===== config.mk =====
export PLATFORM = sky130hd
export DESIGN_NAME = input_controller
export DESIGN_NICKNAME = d
export VERILOG_FILES = /design/src/rtl/input_controller.sv
export SDC_FILE = /design/constraint.sdc
export NUM_CORES = 1
export LEC_CHECK = 0
export BUFFER_PORTS_ARGS = -buffer_cell sky130_fd_sc_hd__buf_2
export CORE_MARGIN = 3
export CORE_UTILIZATION = 55
export CTS_CLUSTER_DIAMETER = 120
export DETAILED_ROUTE_END_ITERATION = 7
export HOLD_SLACK_MARGIN = 0.08
export PLACE_DENSITY = 0.77
export SLEW_MARGIN = 20
export SYNTH_ARGS = -nofsm -noshare
export SYNTH_HDL_FRONTEND = slang
export SYNTH_SLANG_ARGS = --single-unit

===== constraint.sdc =====
create_clock -name clk -period 3.3 [get_ports clk]
set_clock_uncertainty 0.15 [all_clocks]
set_input_delay 0.33 -clock clk [delete_from_list [all_inputs] [get_ports clk]]
set_output_delay 0.33 -clock clk [all_outputs]
set_load 0.03 [all_outputs]

===== src/rtl/input_controller.sv =====
// rtl/input_controller.sv - IN instruction sequencer: stall, debounced confirm press, switch capture
module input_controller #(
   parameter int DEBOUNCE_CYCLES = 500000,
   parameter int VAL_W           = 18
) (
   input  logic             clk,
   input  logic             rst,
   input  logic             in_req,
   input  logic [1:0]       ext_dec,
   input  logic             btn,
   input  logic [VAL_W-1:0] sw,
   output logic             stall,
   output logic             in_valid,
   output logic [VAL_W-1:0] valor,
   output logic [1:0]       ext,
   output logic             waiting
);

   localparam int            CW       = $clog2(DEBOUNCE_CYCLES + 1);
   localparam logic [CW-1:0] CNT_LAST = CW'(DEBOUNCE_CYCLES - 1);

   if (DEBOUNCE_CYCLES < 2) begin : g_bad_debounce
      $error("input_controller: DEBOUNCE_CYCLES must be at least 2");
   end

   typedef enum logic [2:0] {
      IDLE,
      WAIT_PRESS,
      DEBOUNCE,
      DONE,
      WAIT_RELEASE
   } state_t;

   state_t           state, state_next;
   logic [CW-1:0]    cnt, cnt_next;
   logic             load;
   logic             btn_m, btn_s;
   logic [VAL_W-1:0] sw_m, sw_s;

   // Two-flop synchronisers for the asynchronous button and switch pins
   always_ff @(posedge clk or posedge rst) begin
      if (rst) begin
         btn_m <= 1'b0;
         btn_s <= 1'b0;
         sw_m  <= '0;
         sw_s  <= '0;
      end else begin
         btn_m <= btn;
         btn_s <= btn_m;
         sw_m  <= sw;
         sw_s  <= sw_m;
      end
   end

   // Next-state and debounce counter logic
   always_comb begin
      state_next = state;
      cnt_next   = cnt;
      load       = 1'b0;
      case (state)
         IDLE: begin
            if (in_req) state_next = WAIT_PRESS;
         end
         WAIT_PRESS: begin
            if (!in_req) begin
               state_next = IDLE;
               cnt_next   = '0;
            end else if (btn_s) begin
               state_next = DEBOUNCE;
               cnt_next   = CW'(1);
            end
         end
         DEBOUNCE: begin
            if (!in_req) begin
               state_next = IDLE;
               cnt_next   = '0;
            end else if (!btn_s) begin
               state_next = WAIT_PRESS;
               cnt_next   = '0;
            end else if (cnt == CNT_LAST) begin
               state_next = DONE;
               load       = 1'b1;
            end else begin
               cnt_next = cnt + CW'(1);
            end
         end
         DONE: begin
            state_next = WAIT_RELEASE;
            cnt_next   = '0;
         end
         WAIT_RELEASE: begin
            // in_req is deliberately ignored: a held button must never re-trigger
            if (btn_s) begin
               cnt_next = '0;
            end else if (cnt == CNT_LAST) begin
               state_next = IDLE;
               cnt_next   = '0;
            end else begin
               cnt_next = cnt + CW'(1);
            end
         end
         default: begin
            state_next = IDLE;
            cnt_next   = '0;
         end
      endcase
   end

   // State, counter, captured value and registered status outputs
   always_ff @(posedge clk or posedge rst) begin
      if (rst) begin
         state    <= IDLE;
         cnt      <= '0;
         valor    <= '0;
         in_valid <= 1'b0;
         waiting  <= 1'b0;
      end else begin
         state    <= state_next;
         cnt      <= cnt_next;
         if (load) valor <= sw_s;
         in_valid <= (state_next == DONE);
         waiting  <= (state_next == WAIT_PRESS) || (state_next == DEBOUNCE);
      end
   end

   // The core is released during DONE so it can perform the write-back
   assign stall = in_req & (state != DONE);
   assign ext   = (state == DONE) ? 2'b10 : ext_dec;

endmodule


==> impl_results.md <==
* Clock slew at reported path FFs at 0.09 ns
* Initial antenna violation count at 0
* Hold Startpoint: sw_m[3]
* Synth area leaders: dfrtp_1 (66%), mux2_2 (6.7%), xnor2_1 (3.5%)
* Min Tclk post-route at 2.67 ns
* Drt initial violations at 146
* Max incr delay on CP at 0.64 ns
* DRC at 0
* HP Class: flop to flop
* First-pass GRT wire length at 9570 µm
* Worst r2r src: cnt[0]
* Met2 Usage GRT at 0.309
* Vias after detailed routing at 1965
* Layout cells sized above 1 at 0.311
* Fin crit share at 0.810
* Critical path buffers and inverters at 1
* Critical path launch point type: flop
* First-pass DRT Iterations at 4
* Endpoints failing hold at 0
* Least-Margin Pin Slew at 0.812 ns
* Most frequent cell after synthesis: dfrtp_1
* Core Region at 0.00524 mm²
* Unique cell type count in the Yosys netlist at 45
* CP Data Required Time at 3.39 ns
* Crit path capture type: flop
* Final Max Tran Viols at 0
* Worst rel slew slack at 0.458
* Crit path cell chain: ha_1, nand4_2, or4_4, nor3_4, buf_4, mux2_2
* CTS Buffer Depth at 2
* Cell Area, Placed at 0.00333 mm²
* Post_cts resized at 0
* Crit path max fanout at 24
* RePlAce Congestion at 0.877
* Final instance count without filler cells at 375
* Critical Path Start: cnt[0]
* Top cells by instance count after synthesis: dfrtp_1 (80), nor2_1 (19), mux2_2 (18)
* DRT antenna net count at 0
* Final setup fails at 0
* Power Density at 495 mW/mm²
* Vias in the first global route at 1975
* Starting Density at 0.580
* Max Freq at 374 MHz
* Most Used Layer, Global Route: met2
* Gr ovfl total at 0
* Insertion delay to the later sink of the worst-skew pair at 0.35 ns
* RSZ-0062 raised after global routing: no
* Post-synthesis cell count at 228
* Status: finished, final reports clean
* Htree depth at 3
* Total GRT Usage at 0.200
* # IOs at 47
* CTS tree: yes
* Post-synth EDFFs at 0
* Clock sinks at 80
* Pleak at 0.00174 µW
* Detailed Place HPWL at 3290 µm
* Seq/Total Area, Yosys at 0.660
* Pin count of the biggest net entering global routing at 50
* Synthesized area at 0.00304 mm²
* DIE AREA at 0.00645 mm²
* Syn avg cell area at 13.3 µm²
* Setup Buffers After CTS at 0
* Met3 Track Usage GR at 0.0493
* Crit-path slowest cell: or4_4
* DP Cell Count at 339
* Post-layout util at 0.710
* Fraction of registers with async set/reset at 1.00
* Yosys warns at 0
* Largest delay share family, worst path: simple AND/OR/NAND/NOR gates
* I/O Buffers at 46
* DR WL/cell at 14.8 µm
* Post-synth top flop: dfrtp_1
* Post-synth top area cell: dfrtp_1
* Clock buffer count from CTS at 9
* Number of synthesized register bits at 80
* Antenna diodes at 0
* Post-synth top area share at 0.660
* Max IR drop VDD at 467 µV
* Mapped Nets at 253
* Final #Nets at 325
* Vias per cell at 5.24
* Layout area overhead at 22.4%
* WS Path Type: flop to flop
* Met1 Use GR at 0.268
* Row cnt at 26
* # hold bufs at CTS at 20
* Design area at 0.00372 mm²
* TNS Setup at 0 ns
* WP data arrival at 2.76 ns
* Hold_ws at 0.203 ns
* Die W at 80.3 µm
* Final WL at 5530 µm
* Max Cap Violations at 0
* CTS root buf: clkbuf_8
* Chip Height at 80.3 µm
-- routing by layer --
layer / share of wire / vias up
met4: 0.017 / 0
met3: 0.050 / 9
met5: 0 / -
met1: 0.45 / 943
li1: - / 950
met2: 0.49 / 63
-- flip-flops by register name (all words and copies together), names as in the netlist --
register	count
state	3
btn_s	1
btn_m	1
sw_m	18
valor	18
in_valid	1
sw_s	18
waiting	1
cnt	19
-- cells by family after synthesis --
kind of cell | after synthesis | share of synthesized area
fa+ha+maj | 1 | 0.00412
flops | 80 | 0.660
buf+inv | 10 | 0.0227
mux | 18 | 0.0668
simple gates | 82 | 0.156
xor+xnor | 12 | 0.0346
compound gates | 25 | 0.0561
-- power breakdown --
| group | switching (µW) | internal, µW |
|---|---|---|
| sequential | 20.6 | 1010 |
| combinational | 80.2 | 54.2 |
| clock | 371 | 301 |
-- cell usage in the layout (no fill, tap or decap), types with 6 or more instances in the layout --
cell type	instances
dfrtp_1	80
buf_2	46
dlygate4sd3_1	20
nor2_1	19
mux2_2	18
nand2_1	14
xnor2_1	12
clkbuf_8	10
o21ai_0	8
nor3_1	6
-- final timing paths --
path,end,slack (ns),cells past startpoint
setup / recovery,valor[4],0.63,6
hold / removal,sw_s[3],0.20,0
setup reg to reg,valor[4],0.63,6
hold reg to reg,sw_s[3],0.20,0
max in group asynchronous,valor[2],1.85,4
min in group asynchronous,sw_m[9],0.52,3
-- stage by stage --
step	power [µW]	setup slack (ns)
after floorplan	1130	0.768
final	1840	0.626
after global routing	1920	0.459
after global placement	1160	0.740
after CTS	1850	0.631
after detailed placement	1170	0.659
-- layout make-up --
class | instances | area (µm²)
Multi-Input combinational cell | 138 | 965
Clock buffer | 10 | 138
Sequential cell | 80 | 2000
Tap cell | 70 | 87.6
Inverter | 2 | 8.76
Fill cell | 360 | 1520
Timing Repair Buffer | 69 | 465
Clock inverter | 6 | 50.0
No activity file was read; power rests on OpenSTA's default activity.
